**config.mk**
```make
export PLATFORM = sky130hd
export DESIGN_NAME = scan_order_generator_flat
export DESIGN_NICKNAME = d
export VERILOG_FILES = /design/src/rtl/scan_order_generator_if.sv /design/src/rtl/scan_order_generator.sv /design/src/flat_wrapper.sv
export SDC_FILE = /design/constraint.sdc
export NUM_CORES = 1
export LEC_CHECK = 0
export CAP_MARGIN = 30
export CELL_PAD_IN_SITES_DETAIL_PLACEMENT = 2
export CELL_PAD_IN_SITES_GLOBAL_PLACEMENT = 2
export CORE_MARGIN = 2
export CORE_UTILIZATION = 30
export CTS_BUF_LIST = sky130_fd_sc_hd__clkbuf_4
export CTS_CLUSTER_SIZE = 12
export DETAILED_ROUTE_END_ITERATION = 16
export GPL_ROUTABILITY_DRIVEN = 1
export GPL_TIMING_DRIVEN = 0
export PLACE_DENSITY = 0.77
export RECOVER_POWER = 50
export SLEW_MARGIN = 0
export SYNTH_ARGS = -nofsm -noshare
export SYNTH_HDL_FRONTEND = slang
export SYNTH_SLANG_ARGS = --single-unit
export TNS_END_PERCENT = 30
```
**constraint.sdc**
```tcl
create_clock -name clk -period 4.05 [get_ports clk]
set_input_delay 0.6075 -clock clk [delete_from_list [all_inputs] [get_ports clk]]
set_output_delay 0.6075 -clock clk [all_outputs]
set_load 0.01 [all_outputs]
```
**src/rtl/scan_order_generator_if.sv**
```systemverilog
// scan_order_generator_if: coefficient stream carrying scan index, position and CG markers.
interface scan_order_generator_if #(
    parameter int MAX_LOG2 = 5,
    parameter int ADDR_W = 2 * MAX_LOG2
);
    logic                out_valid;
    logic                out_ready;
    logic [ADDR_W-1:0]   out_index;
    logic [ADDR_W-1:0]   out_addr;
    logic [MAX_LOG2-1:0] out_x;
    logic [MAX_LOG2-1:0] out_y;
    logic [ADDR_W-5:0]   out_cg_index;
    logic                out_cg_first;
    logic                out_last;
    modport master (
        output out_valid, out_index, out_addr, out_x, out_y, out_cg_index, out_cg_first, out_last,
        input  out_ready
    );
    modport slave (
        input  out_valid, out_index, out_addr, out_x, out_y, out_cg_index, out_cg_first, out_last,
        output out_ready
    );
endinterface

```
**src/rtl/scan_order_generator.sv**
```systemverilog
// scan_order_generator: HEVC coefficient scan order from coordinate arithmetic (CG-hierarchical).
module scan_order_generator #(
    parameter int MAX_LOG2 = 5
) (
    input  logic                clk,
    input  logic                rst,
    input  logic                start,
    input  logic [2:0]          log2_w,
    input  logic [2:0]          log2_h,
    input  logic [1:0]          scan_type,
    input  logic                reverse,
    input  logic [MAX_LOG2-1:0] last_x,
    input  logic [MAX_LOG2-1:0] last_y,
    output logic                busy,
    output logic                done,
    output logic                err,
    scan_order_generator_if.master so
);
    localparam int P = MAX_LOG2;
    localparam int ADDR_W = 2 * MAX_LOG2;
    typedef enum logic [1:0] {IDLE, SEEK, EMIT, DONE} state_t;
    typedef struct packed {
        state_t            st;
        logic [2:0]        lw;
        logic [2:0]        lh;
        logic [1:0]        scan;
        logic              rev;
        logic [P-1:0]      tx;
        logic [P-1:0]      ty;
        logic [P-1:0]      x;
        logic [P-1:0]      y;
        logic [ADDR_W-1:0] idx;
        logic              valid;
        logic              cgf;
        logic              done;
        logic              err;
    } regs_t;

    regs_t r_q, r_d;
    logic [P-1:0] wgm1, hgm1, in_nx, in_ny, cg_nx, cg_ny, nxt_x, nxt_y;
    logic [ADDR_W:0] total;
    logic dir, in_wr, last, bad;

    // One step on a grid with max coordinates (wm1,hm1); the last/first cell wraps to the other end.
    function automatic logic [2*P-1:0] step(input logic [P-1:0] x, y, wm1, hm1,
                                            input logic [1:0] st, input logic rv);
        logic [P:0] d;
        logic [P-1:0] nx, ny;
        d = {1'b0, x} + {1'b0, y};
        nx = x;
        ny = y;
        if (rv ? (x == '0 && y == '0) : (x == wm1 && y == hm1)) begin
            nx = rv ? wm1 : '0;
            ny = rv ? hm1 : '0;
        end else if (st == 2'd0 && !rv && (y == '0 || x == wm1)) begin
            d = d + 1'b1;
            ny = (d > {1'b0, hm1}) ? hm1 : d[P-1:0];
            nx = P'(d - {1'b0, ny});
        end else if (st == 2'd0 && !rv) begin
            nx = x + 1'b1;
            ny = y - 1'b1;
        end else if (st == 2'd0 && (x == '0 || y == hm1)) begin
            d = d - 1'b1;
            nx = (d > {1'b0, wm1}) ? wm1 : d[P-1:0];
            ny = P'(d - {1'b0, nx});
        end else if (st == 2'd0) begin
            nx = x - 1'b1;
            ny = y + 1'b1;
        end else if (st == 2'd1) begin
            nx = rv ? ((x == '0) ? wm1 : x - 1'b1) : ((x == wm1) ? '0 : x + 1'b1);
            ny = rv ? ((x == '0) ? y - 1'b1 : y) : ((x == wm1) ? y + 1'b1 : y);
        end else begin
            ny = rv ? ((y == '0) ? hm1 : y - 1'b1) : ((y == hm1) ? '0 : y + 1'b1);
            nx = rv ? ((y == '0) ? x - 1'b1 : x) : ((y == hm1) ? x + 1'b1 : x);
        end
        return {nx, ny};
    endfunction

    always_comb begin
        dir = r_q.st == EMIT && r_q.rev;
        wgm1 = P'((32'd1 << (r_q.lw - 3'd2)) - 32'd1);
        hgm1 = P'((32'd1 << (r_q.lh - 3'd2)) - 32'd1);
        in_wr = dir ? (r_q.x[1:0] == 2'd0 && r_q.y[1:0] == 2'd0)
                    : (r_q.x[1:0] == 2'd3 && r_q.y[1:0] == 2'd3);
        {in_nx, in_ny} = step(r_q.x & P'(3), r_q.y & P'(3), P'(3), P'(3), r_q.scan, dir);
        {cg_nx, cg_ny} = step(r_q.x >> 2, r_q.y >> 2, wgm1, hgm1, r_q.scan, dir);
        // The CG coordinate only moves when the in-CG walk wraps around.
        nxt_x = in_wr ? ((cg_nx << 2) | in_nx) : ((r_q.x & ~P'(3)) | in_nx);
        nxt_y = in_wr ? ((cg_ny << 2) | in_ny) : ((r_q.y & ~P'(3)) | in_ny);
        total = (ADDR_W + 1)'(1) << ({1'b0, r_q.lw} + {1'b0, r_q.lh});
        last = r_q.valid && (r_q.rev ? r_q.idx == '0 : {1'b0, r_q.idx} == total - 1'b1);
        bad = log2_w < 3'd2 || log2_w > 3'(P) || log2_h < 3'd2 || log2_h > 3'(P) ||
              scan_type == 2'd3 ||
              (reverse && ({1'b0, last_x} >= ((P + 1)'(1) << log2_w) ||
                           {1'b0, last_y} >= ((P + 1)'(1) << log2_h)));
    end

    always_comb begin
        r_d = r_q;
        r_d.done = 1'b0;
        r_d.err = 1'b0;
        case (r_q.st)
            IDLE: begin
                if (start && bad) begin
                    r_d.err = 1'b1;
                end else if (start) begin
                    r_d.st = SEEK;
                    r_d.lw = log2_w;
                    r_d.lh = log2_h;
                    r_d.scan = scan_type;
                    r_d.rev = reverse;
                    r_d.tx = reverse ? last_x : '0;
                    r_d.ty = reverse ? last_y : '0;
                    r_d.x = '0;
                    r_d.y = '0;
                    r_d.idx = '0;
                end
            end
            SEEK: begin
                if (r_q.x == r_q.tx && r_q.y == r_q.ty) begin
                    r_d.st = EMIT;
                    r_d.valid = 1'b1;
                    r_d.cgf = 1'b1;
                end else begin
                    r_d.x = nxt_x;
                    r_d.y = nxt_y;
                    r_d.idx = r_q.idx + 1'b1;
                end
            end
            EMIT: begin
                if (so.out_ready && last) begin
                    r_d.st = DONE;
                    r_d.valid = 1'b0;
                    r_d.cgf = 1'b0;
                    r_d.done = 1'b1;
                end else if (so.out_ready) begin
                    r_d.x = nxt_x;
                    r_d.y = nxt_y;
                    r_d.idx = r_q.rev ? r_q.idx - 1'b1 : r_q.idx + 1'b1;
                    r_d.cgf = in_wr;
                end
            end
            default: r_d.st = IDLE;
        endcase
    end

    always_ff @(posedge clk) begin
        if (rst) r_q <= '0;
        else r_q <= r_d;
    end

    assign busy = r_q.st == SEEK || r_q.st == EMIT;
    assign done = r_q.done;
    assign err = r_q.err;
    assign so.out_valid = r_q.valid;
    assign so.out_index = r_q.idx;
    assign so.out_addr = (ADDR_W'(r_q.y) << r_q.lw) | ADDR_W'(r_q.x);
    assign so.out_x = r_q.x;
    assign so.out_y = r_q.y;
    assign so.out_cg_index = r_q.idx[ADDR_W-1:4];
    assign so.out_cg_first = r_q.cgf;
    assign so.out_last = last;
endmodule

```
**src/flat_wrapper.sv**
```systemverilog
// flat-port wrapper written by rule: the top's interface ports become plain ports
module scan_order_generator_flat 
#(
    parameter int MAX_LOG2 = 5
)
  (clk, rst, start, log2_w, log2_h, scan_type, reverse, last_x, last_y, busy, done, err, so_out_valid, so_out_index, so_out_addr, so_out_x, so_out_y, so_out_cg_index, so_out_cg_first, so_out_last, so_out_ready);
  scan_order_generator_if #(.MAX_LOG2(MAX_LOG2)) so_i ();
  input  logic clk;
  input  logic rst;
  input  logic start;
  input  logic [2:0] log2_w;
  input  logic [2:0] log2_h;
  input  logic [1:0] scan_type;
  input  logic reverse;
  input  logic [MAX_LOG2-1:0] last_x;
  input  logic [MAX_LOG2-1:0] last_y;
  output logic busy;
  output logic done;
  output logic err;
  output wire logic [$bits(so_i.out_valid)-1:0] so_out_valid;
  output wire logic [$bits(so_i.out_index)-1:0] so_out_index;
  output wire logic [$bits(so_i.out_addr)-1:0] so_out_addr;
  output wire logic [$bits(so_i.out_x)-1:0] so_out_x;
  output wire logic [$bits(so_i.out_y)-1:0] so_out_y;
  output wire logic [$bits(so_i.out_cg_index)-1:0] so_out_cg_index;
  output wire logic [$bits(so_i.out_cg_first)-1:0] so_out_cg_first;
  output wire logic [$bits(so_i.out_last)-1:0] so_out_last;
  input wire logic [$bits(so_i.out_ready)-1:0] so_out_ready;
  assign so_out_valid = so_i.out_valid;
  assign so_out_index = so_i.out_index;
  assign so_out_addr = so_i.out_addr;
  assign so_out_x = so_i.out_x;
  assign so_out_y = so_i.out_y;
  assign so_out_cg_index = so_i.out_cg_index;
  assign so_out_cg_first = so_i.out_cg_first;
  assign so_out_last = so_i.out_last;
  assign so_i.out_ready = so_out_ready;
  scan_order_generator #(.MAX_LOG2(MAX_LOG2)) u_core (.clk(clk), .rst(rst), .start(start), .log2_w(log2_w), .log2_h(log2_h), .scan_type(scan_type), .reverse(reverse), .last_x(last_x), .last_y(last_y), .busy(busy), .done(done), .err(err), .so(so_i));
endmodule
```
Word level (Yosys, flattened, before mapping)
Cells that the tools add are included.
{"block": "op_classes", "addsub": 26, "order_cmp": 10, "eq_ne": 19, "shift": 6, "mux": 80, "bitwise": 8, "reduce_logical": 46}
{"op": "$mux 5", "count": 30}
{"op": "$mux 3", "count": 28}
{"op": "$mux 41", "count": 2}
{"op": "$mux 20", "count": 3}
{"op": "$pmux 20 s3", "count": 1}
{"op": "$logic_not 5->1", "count": 4}
{"op": "$or 5x5->5", "count": 4}
{"op": "$logic_and 1x1->1", "count": 16}
{"op": "$ge 5x6->1", "count": 2}
{"op": "$gt 6x2->1 const B", "count": 2}
{"op": "$gt 6x5->1", "count": 2}
{"op": "$ne 2x2->1 const B", "count": 6}
{"op": "$shl 1x3->6 const A", "count": 2}
{"op": "$eq 10x11->1", "count": 1}
{"op": "$logic_or 1x1->1", "count": 11}
{"op": "$shl 1x4->11 const A", "count": 1}
{"op": "$sub 11x1->11 const B", "count": 1}
{"op": "$add 10x1->10 const B", "count": 1}
{"op": "$eq 3x5->1", "count": 2}
{"op": "$eq 5x5->1", "count": 2}
{"op": "$logic_not 10->1", "count": 1}
{"op": "$mux 10", "count": 1}
{"op": "$or 10x5->10", "count": 1}
{"op": "$shl 1x3->5 const A", "count": 2}
{"op": "35 further kinds", "count": 69}
{"block": "word_totals", "reg_bits": 45, "inputBits": 23, "out_inout_bits": 42, "wordCells": 209}

Depth between registers and ports, before layout
Gate-level depths: netlist of the first run.
{"block": "logic_depth", "ltp_word": 17, "depth_mapped": 21, "depth_no_buf": 20}

Least setup slack after synthesis of the first run
No wires, ideal clock.
{"block": "synth_path", "path_kind": "reg2reg", "start": "reg u_core.r_q[40] in the netlist's numbering", "end": "reg u_core.r_q, in the netlist u_core.so.out_y[3]", "setup_ns": 0.123, "arrival_time_ns": 4.323, "setup_slack_ns": -0.396, "path_stages_with_launch": 22, "path_buffers": 3, "path_cell_list": "dfxtp_1 > buf_2 > or3b_1 > clkbuf_1 > ha_1 > buf_2 > xnor2_1 > ha_1 > and4_1 > a211oi_1 > o21ai_1 > nand2_1 > mux2_2 > ha_1 > inv_1 > fa_1 > mux2i_1 > nand2_1 > o21ai_0 > a21oi_1 > a211oi_1 > nor3_2"}
{"block": "synth_between", "elab_chain_len": 17}
{"item": "from (decl)", "line": "scan_order_generator.sv:39", "rtl": "regs_t r_q, r_d;"}
{"item": "from (signal assigned)", "line": "scan_order_generator.sv:149", "rtl": "else r_q <= r_d;"}
{"item": "branches (longest 17 deep; another with $gt 6x5->1)"}
Parallel ways; which one is timed is not known. The select of a mux whose other input is x is not followed.
A chain may end at the register's enable or synchronous reset.

Worst setup path in the final report of the first run
{"block": "layout_path", "start": "reg u_core.r_q[41] in the netlist's numbering", "end": "out so_out_last"}
{"block": "layout_between", "elab_chain_len": 6}
{"item": "$add 3x3->4", "line": "scan_order_generator.sv:90", "rtl": "total = (ADDR_W + 1)'(1) << ({1'b0, r_q.lw} + {1'b0, r_q.lh});"}
{"item": "$shl 1x4->11", "line": "scan_order_generator.sv:90"}
{"item": "$sub 11x1->11", "line": "scan_order_generator.sv:91", "rtl": "last = r_q.valid && (r_q.rev ? r_q.idx == '0 : {1'b0, r_q.idx} == total - 1'b1);"}
{"item": "$eq 10x11->1", "line": "scan_order_generator.sv:91"}
{"item": "$mux 1", "line": "scan_order_generator.sv:91"}
{"item": "$logic_and 1x1->1", "line": "scan_order_generator.sv:91"}
{"item": "to (decl)", "line": "flat_wrapper.sv:27", "rtl": "output wire logic [$bits(so_i.out_last)-1:0] so_out_last;"}
Every way passes these cells.

==> results of run 1 <==
## worst reg2reg max path: stages, from the launching register on
cell	delay, ps
sky130_fd_sc_hd__dfxtp_4	410
sky130_fd_sc_hd__ha_4	170
sky130_fd_sc_hd__fa_2	620
sky130_fd_sc_hd__inv_2	70
sky130_fd_sc_hd__ha_4	170
sky130_fd_sc_hd__xor2_2	150
sky130_fd_sc_hd__ha_1	300
sky130_fd_sc_hd__and4_1	170
sky130_fd_sc_hd__a211oi_2	210
sky130_fd_sc_hd__o21ai_2	120
sky130_fd_sc_hd__nand2_2	110
sky130_fd_sc_hd__mux2_4	340
sky130_fd_sc_hd__ha_4	170
sky130_fd_sc_hd__inv_2	50
sky130_fd_sc_hd__fa_2	240
sky130_fd_sc_hd__xnor2_4	140
sky130_fd_sc_hd__a32oi_2	90
sky130_fd_sc_hd__a21oi_2	260
sky130_fd_sc_hd__a2111oi_2	80
sky130_fd_sc_hd__a2111oi_2	400
## report_power, final
group | internal, W | total [W] | switching [W]
logic | 0.000165 | 0.000371 | 0.000206
registers | 0.000445 | 0.000451 | 0.00000615
clock network | 0.000138 | 0.000323 | 0.000185
total | 0.000749 | 0.00115 | 0.000397
## cell families (layout without fill, tap and decap cells)
group	after synthesis	after routing	share of synthesized area
flip-flops	45	45	0.147
buffers and inverters	122	231	0.0959
multiplexers	26	26	0.0461
AO/OA/AOI/OAI	252	252	0.275
XOR/XNOR	44	44	0.0640
adder cells (fa/ha/maj)	59	59	0.126
AND/OR/NAND/NOR	297	297	0.246
## layout by cell type, fill, tap and decap left out, drive strengths merged, types with 17 or more instances in the layout
cell type      instances
xnor2                 28
o21ai                 49
nor3                  19
ha                    54
clkbuf                54
and3                  17
mux2i                 17
a21oi                 75
clkdlybuf4s50         38
buf                   73
inv                   40
dfxtp                 45
nand3                 34
dlygate4sd3           23
nor2                  48
nand2                103
## worst paths after layout
check	start	end	slack, ps	cells after the start
worst max-delay path	u_core.r_q[41]	so_out_last	-330	14
worst max register to register	u_core.so.out_y[2]	u_core.so.out_y[4]	-320	19
worst min register to register	u_core.r_q[32]	u_core.r_q[32]	490	2
worst min-delay path	u_core.r_q[32]	u_core.r_q[32]	490	2
## flip-flops by register name, indices dropped and copies added, names as in the netlist
register and count:
u_core.r_q 21, u_core.so.out_y 5, u_core.err 1, u_core.so.out_valid 1, u_core.so.out_index 10, u_core.so.out_x 5
u_core.so.out_cg_first 1, u_core.done 1
## cell type report
class                           count  area, um2
Inverter                           41        158
Clock inverter                      2       38.8
Clock buffer                        6       45.0
Multi-Input combinational cell    678       5160
Sequential cell                    45        926
Fill cell                        2332      12000
Timing Repair Buffer              102        970
Tap cell                          270        338
Buffer                             80        495
## stage by stage
stage / area [um2] / instances / setup TNS [ps] / worst slack [ps]
5_1_grt: 8130 / 1224 / -3420 / -445
2_1_floorplan: 6220 / 845 / -61.1 / -41.8
3_5_place_dp: 7180 / 1177 / -20950 / -1200
6_report: 8130 / 1224 / -1280 / -326
4_1_cts: 7810 / 1214 / -1510 / -381
3_3_place_gp: 7180 / 1177 / -17780 / -1120
## layer usage
metal / GRT usage / vias up
li1: - / 3281
met1: 0.324 / 3612
met2: 0.452 / 129
met3: 0.0171 / 26
met4: 0.0635 / 0
met5: 0 / -
## timing repair
item	4_1_cts	5_1_grt
setup buffers	30	9
gates resized for setup	79	52
setup endpoints to repair	26	24
cloned	0	1
pin swaps	34	28
==> impl_metrics.tcl, run 1 <==
set metrics [dict create \
    synth.distinct_cells 83 \
    report.final.hold_viol_count 0 \
    timing.critical_path.buf_inv 4 \
    syn-mean-instance-area_um2 7.26 \
    antenna_found_initial 0 \
    i_o_pin_count 65 \
    diodes 0 \
    drt_first_pass_iters 5 \
    pin_count_of_the_biggest_net_entering_global_routing 15 \
    cts_hold_buf 0 \
    yosysMostFrequentCell "sky130_fd_sc_hd__nand2_1" \
    max-cap-violations 0 \
    yosys-top-cells-area "sky130_fd_sc_hd__dfxtp_1 15%, sky130_fd_sc_hd__ha_1 11%, sky130_fd_sc_hd__nand2_1 6.3%, sky130_fd_sc_hd__a21oi_1 6.0%, sky130_fd_sc_hd__xnor2_1 4.0%" \
    wl_met2_um 14200 \
    timing.max_slew.rel_slack 0.392 \
    synth-edff-count 0 \
    syn-num-nets 927 \
    route.final.wire_length_um 27900 \
    leakagePower_nw 3.12 \
    rsz_0062_raised_after_global_routing "yes" \
    dieArea_um2 21600 \
    setup_violations 5 \
    drcViolationCount 0 \
    worstSetupEndpointType "output port" \
    synth_largest_type_area_fraction 0.147 \
    initial_drc_count 418 \
    post_drt_wl_per_cell_um 22.8 \
    postSynthCellCount 845 \
    post-route-period-util 1.08 \
    drive_gt1_frac 0.215 \
    post-layout-total-power_w 0.00115 \
    outcome "complete, but fails checks" \
    clkSinkCount 45 \
    yosysTopAreaCell "sky130_fd_sc_hd__dfxtp_1" \
    post-dp-hpwl_um 20400 \
    final_critical_path_setup_slack_ps -326 \
    flow.area_growth_from_synthesis_pct 32.5 \
    timing.setup.critical_path_class "reg2out" \
    timing.final.crit_period_ps 4380 \
    wl_met1_um 12400 \
    ys_ff_latch 45 \
    final_net_count 1035 \
    critical_path.max_fanout 7 \
    ys.flop_type "sky130_fd_sc_hd__dfxtp_1" \
    grt_pass1_vias 7469 \
    vias 7048 \
    groute.usage.overall 0.250 \
    timing.critical_path.cells "clkbuf_16, clkinvlp_4, fa_2, or4b_1, o32a_1, nand2b_4, ha_4, buf_8, or3b_4, a211oi_2, nor2_1, o311ai_4, a31o_2, buf_6" \
    routed_via_density 5.76 \
    postRouteAntennaNets 0 \
    floorplan.rows 52 \
    worst-endpoint-arrival_ps 3770 \
    ir_drop_v 0.000112 \
    cpPeakStageDelay_ps 510 \
    synth_common_cells "103 x sky130_fd_sc_hd__nand2_1, 74 x sky130_fd_sc_hd__a21oi_1, 54 x sky130_fd_sc_hd__ha_1, 48 x sky130_fd_sc_hd__nor2_1, 47 x sky130_fd_sc_hd__o21ai_0" \
    top_layer "met4" \
    cts_made_buffers 5 \
    ys_seq_area_frac 0.147 \
    utilization 0.403 \
    die-height_um 147 \
    wl_met3_um 771 \
    worst_path_dominant_cell_family "simple AND/OR/NAND/NOR gates" \
    pwr_per_cell_area_nw_per_um2 141 \
    hold_ws_ps 494 \
    worstSkewPairLatency_ps 420 \
    worst_hold_path_type "reg2reg" \
    final_number_of_max_transition_violations 0 \
    synth_async_sr_flop_share 0 \
    ys.warnings.count 0 \
    die_width_um 147 \
    gp_congestion 0.876 \
    cts_tree "done" \
    timing.critical_path.from_type "register" \
    io_buffers 62 \
    violations "setup timing" \
    grt_pass1_wl_um 42700 \
    worst_ep_required_time_ps 3440 \
    global_route.overflow_total 0 \
    htree_levels 2 \
    timing_worst_slew_pin_value_ps 912 \
    critPathSlowestCell "sky130_fd_sc_hd__or4b_1" \
    cts.clk_slew.worst_paths_ps 170 \
    cts_root_buf "sky130_fd_sc_hd__clkbuf_4" \
    final.setup_skew_ps 26.5 \
    clockBufferDepth 2 \
    syn-cell-area_um2 6130 \
    fmax_mhz 229 \
    start_util 0.304 \
    core-area_um2 20200 \
]
No activity file was read; power rests on OpenSTA's default activity.
==> run 2, diff against run 1 <==
--- a/config.mk
+++ b/config.mk
@@ -5,10 +5,9 @@
 export SDC_FILE = /design/constraint.sdc
 export NUM_CORES = 1
 export LEC_CHECK = 0
-export CAP_MARGIN = 30
 export CELL_PAD_IN_SITES_DETAIL_PLACEMENT = 2
 export CELL_PAD_IN_SITES_GLOBAL_PLACEMENT = 2
-export CORE_MARGIN = 2
+export CORE_MARGIN = 1.5
 export CORE_UTILIZATION = 30
 export CTS_BUF_LIST = sky130_fd_sc_hd__clkbuf_4
 export CTS_CLUSTER_SIZE = 12
@@ -17,6 +16,7 @@
 export GPL_TIMING_DRIVEN = 0
 export PLACE_DENSITY = 0.77
 export RECOVER_POWER = 50
+export REMOVE_ABC_BUFFERS = 1
 export SLEW_MARGIN = 0
 export SYNTH_ARGS = -nofsm -noshare
 export SYNTH_HDL_FRONTEND = slang
==> run 2 against run 1 <==
The run still ends with setup timing left. Clock skew decreased by 8.8 ps. Design area down 6.5%. Final cell count decreased by 5.5%. Sequential share of layout area is 1.0 points higher. Clock power down 6.2%. Sequential power grew 0.9%. Die area down 1.4%. Count of clock-buffer cells in the layout did not move. Hold slack worse by 11 ps. Critical path type is now reg2reg. Largest cell class unchanged. Largest power group unchanged.
==> impl_metrics.tcl, run 2 (same netlist as run 1, synthesis figures left out) <==
set metrics [dict create \
    cts_hold_buf 0 \
    dieArea_um2 21300 \
    diodes 0 \
    timing.critical_path.cells "ha_4, fa_2, inv_2, ha_4, xor2_4, ha_4, and4_1, a211oi_2, o21ai_2, nand2_2, mux2_4, fa_2, xnor2_2, a32oi_1, a21oi_2, nor4_2, a2111oi_2" \
    dpl_worst_slack_ps -1640 \
    post_drt_wl_per_cell_um 22.2 \
    outcome "complete, but fails checks" \
    final_net_count 968 \
    floorplan.rows 52 \
    cts_tree "done" \
    start_util 0.304 \
    io_buffers 64 \
    critical_path.max_fanout 4 \
    antenna_found_initial 0 \
    timing_worst_slew_pin_value_ps 1050 \
    gp_congestion 0.830 \
    cts_made_buffers 5 \
    worstSetupEndpointType "register" \
    rsz_0062_raised_after_global_routing "yes" \
    critPathCapture "u_core.so.out_y[4]" \
    ir_drop_v 0.000104 \
    htree_levels 2 \
    ff_latch_area_um2 942 \
    drcViolationCount 0 \
    final.setup_skew_ps 17.7 \
    die_width_um 146 \
    postRouteAntennaNets 0 \
    worst_path_most_repeated_cell "sky130_fd_sc_hd__ha_4" \
    final_critical_path_setup_slack_ps -323 \
    max-cap-violations 0 \
    hold_ws_ps 483 \
    timing.setup.critical_path_class "reg2reg" \
    pwr_per_cell_area_nw_per_um2 144 \
    post-route-period-util 1.08 \
    worst_hold_path_type "reg2reg" \
    core-area_um2 20200 \
    critPathSlowestCell "sky130_fd_sc_hd__fa_2" \
    groute.usage.overall 0.232 \
    timing.critical_path.from_type "register" \
    fmax_mhz 229 \
    violations "setup timing" \
    worstSkewPairLatency_ps 380 \
    worst_ep_required_time_ps 4320 \
    drt_first_pass_iters 4 \
    initial_drc_count 343 \
    reg2reg_setup_slack_ps -320 \
    fill_cells 2364 \
    vias 6702 \
    report.final.hold_viol_count 0 \
    area_used_by_multi_input_combinational_logic_um2 5060 \
    setup_violations 13 \
    clockBufferDepth 2 \
    max_flop_register "u_core.r_q" \
    pin_count_of_the_biggest_net_entering_global_routing 40 \
    largest_reg_flops 21 \
    worst_path_dominant_cell_family "adder cells" \
    cts_root_buf "sky130_fd_sc_hd__clkbuf_4" \
    drive_gt1_frac 0.187 \
    critical_path.reg2reg.endpoint "u_core.so.out_y[4]" \
    die-height_um 146 \
    cpPeakStageDelay_ps 620 \
    i_o_pin_count 65 \
    most_common_library_cell_in_the_layout_ignoring_fill_and_taps "sky130_fd_sc_hd__nand2_1" \
    grt_pass1_vias 7054 \
    final.setup.tns_ps -1670 \
    routed_via_density 5.79 \
    detailed_place.area_um2 6670 \
    flow.area_growth_from_synthesis_pct 23.9 \
    clkSinkCount 45 \
    timing.critical_path.buf_inv 1 \
    timing.final.crit_period_ps 4370 \
    timing.max_slew.rel_slack 0.296 \
    crit_path_start "u_core.so.out_x[2]" \
    rr_startpoint "u_core.so.out_x[2]" \
    worst-r2r-cell-count 17 \
    worst-endpoint-arrival_ps 4640 \
    crit_cells 17 \
    layout_common_cells "102 x sky130_fd_sc_hd__nand2_1, 68 x sky130_fd_sc_hd__a21oi_1, 59 x sky130_fd_sc_hd__clkdlybuf4s50_1" \
    cts.clk_slew.worst_paths_ps 150 \
    non_filler_cell_area_final_um2 7600 \
    post-dp-hpwl_um 16800 \
    leakagePower_nw 2.80 \
    grt_pass1_wl_um 39900 \
    final_number_of_max_transition_violations 0 \
    route.final.wire_length_um 25600 \
    global_route.overflow_total 0 \
]
[run 2: cell type report]
class                           count  share of cell area
Clock buffer                        6             0.00592
Clock inverter                      2             0.00510
Inverter                           41              0.0202
Multi-Input combinational cell    679               0.666
Sequential cell                    45               0.124
Tap cell                          270              0.0444
Timing Repair Buffer              114               0.135
[run 2: worst register-to-register path, delay by kind of cell (launching register included)]
| family | cells | cell delay, ps |
|---|---|---|
| buf+inv | 1 | 70 |
| flops | 1 | 410 |
| xor+xnor | 2 | 400 |
| simple gates | 3 | 330 |
| fa+ha+maj | 5 | 1590 |
| mux | 1 | 330 |
| compound gates | 5 | 1120 |
[run 2: where the power goes]
part / leakage, nW / internal [W] / switching (W) / total (W)
sequential: 0.372 / 0.000442 / 0.0000123 / 0.000455
combinational: 2.38 / 0.000152 / 0.000184 / 0.000336
clock: 0.0459 / 0.000138 / 0.000164 / 0.000303
[run 2: routing by layer]
| metal | vias up | GRT usage | part of all wire |
|---|---|---|---|
| li1 | 3133 | - | - |
| met2 | 105 | 0.427 | 0.51 |
| met4 | 0 | 0.0364 | 0.011 |
| met1 | 3443 | 0.302 | 0.46 |
| met3 | 21 | 0.0141 | 0.023 |
| met5 | - | 0 | 0 |
[run 2: worst min-delay path by stage]
stage / to / from / slack [ps] / cells past startpoint
detailed placement: u_core.r_q[29] / u_core.r_q[29] / 470 / 2
global placement: u_core.r_q[29] / u_core.r_q[29] / 460 / 2
global route: u_core.r_q[33] / u_core.r_q[33] / 500 / 2
finish: u_core.r_q[33] / u_core.r_q[33] / 480 / 2
CTS: u_core.r_q[33] / u_core.r_q[33] / 490 / 2
floorplan: u_core.r_q[29] / u_core.r_q[29] / 440 / 2
[run 2: metrics by stage]
step | instances | util | total power [W]
floorplan | 764 | - | 0.000627
finish | 1157 | 0.377 | 0.00109
global route | 1157 | 0.377 | 0.00114
detailed placement | 1098 | 0.331 | 0.000729
global placement | 1098 | 0.331 | 0.000721
CTS | 1140 | 0.364 | 0.00107
[run 2: repair_timing]
item | 4_1_cts | 5_1_grt
endpoints found under the setup margin | 26 | 28
buffers inserted | 33 | 17
resized for setup | 76 | 34
gates cloned | 1 | 0
pin swaps | 30 | 29
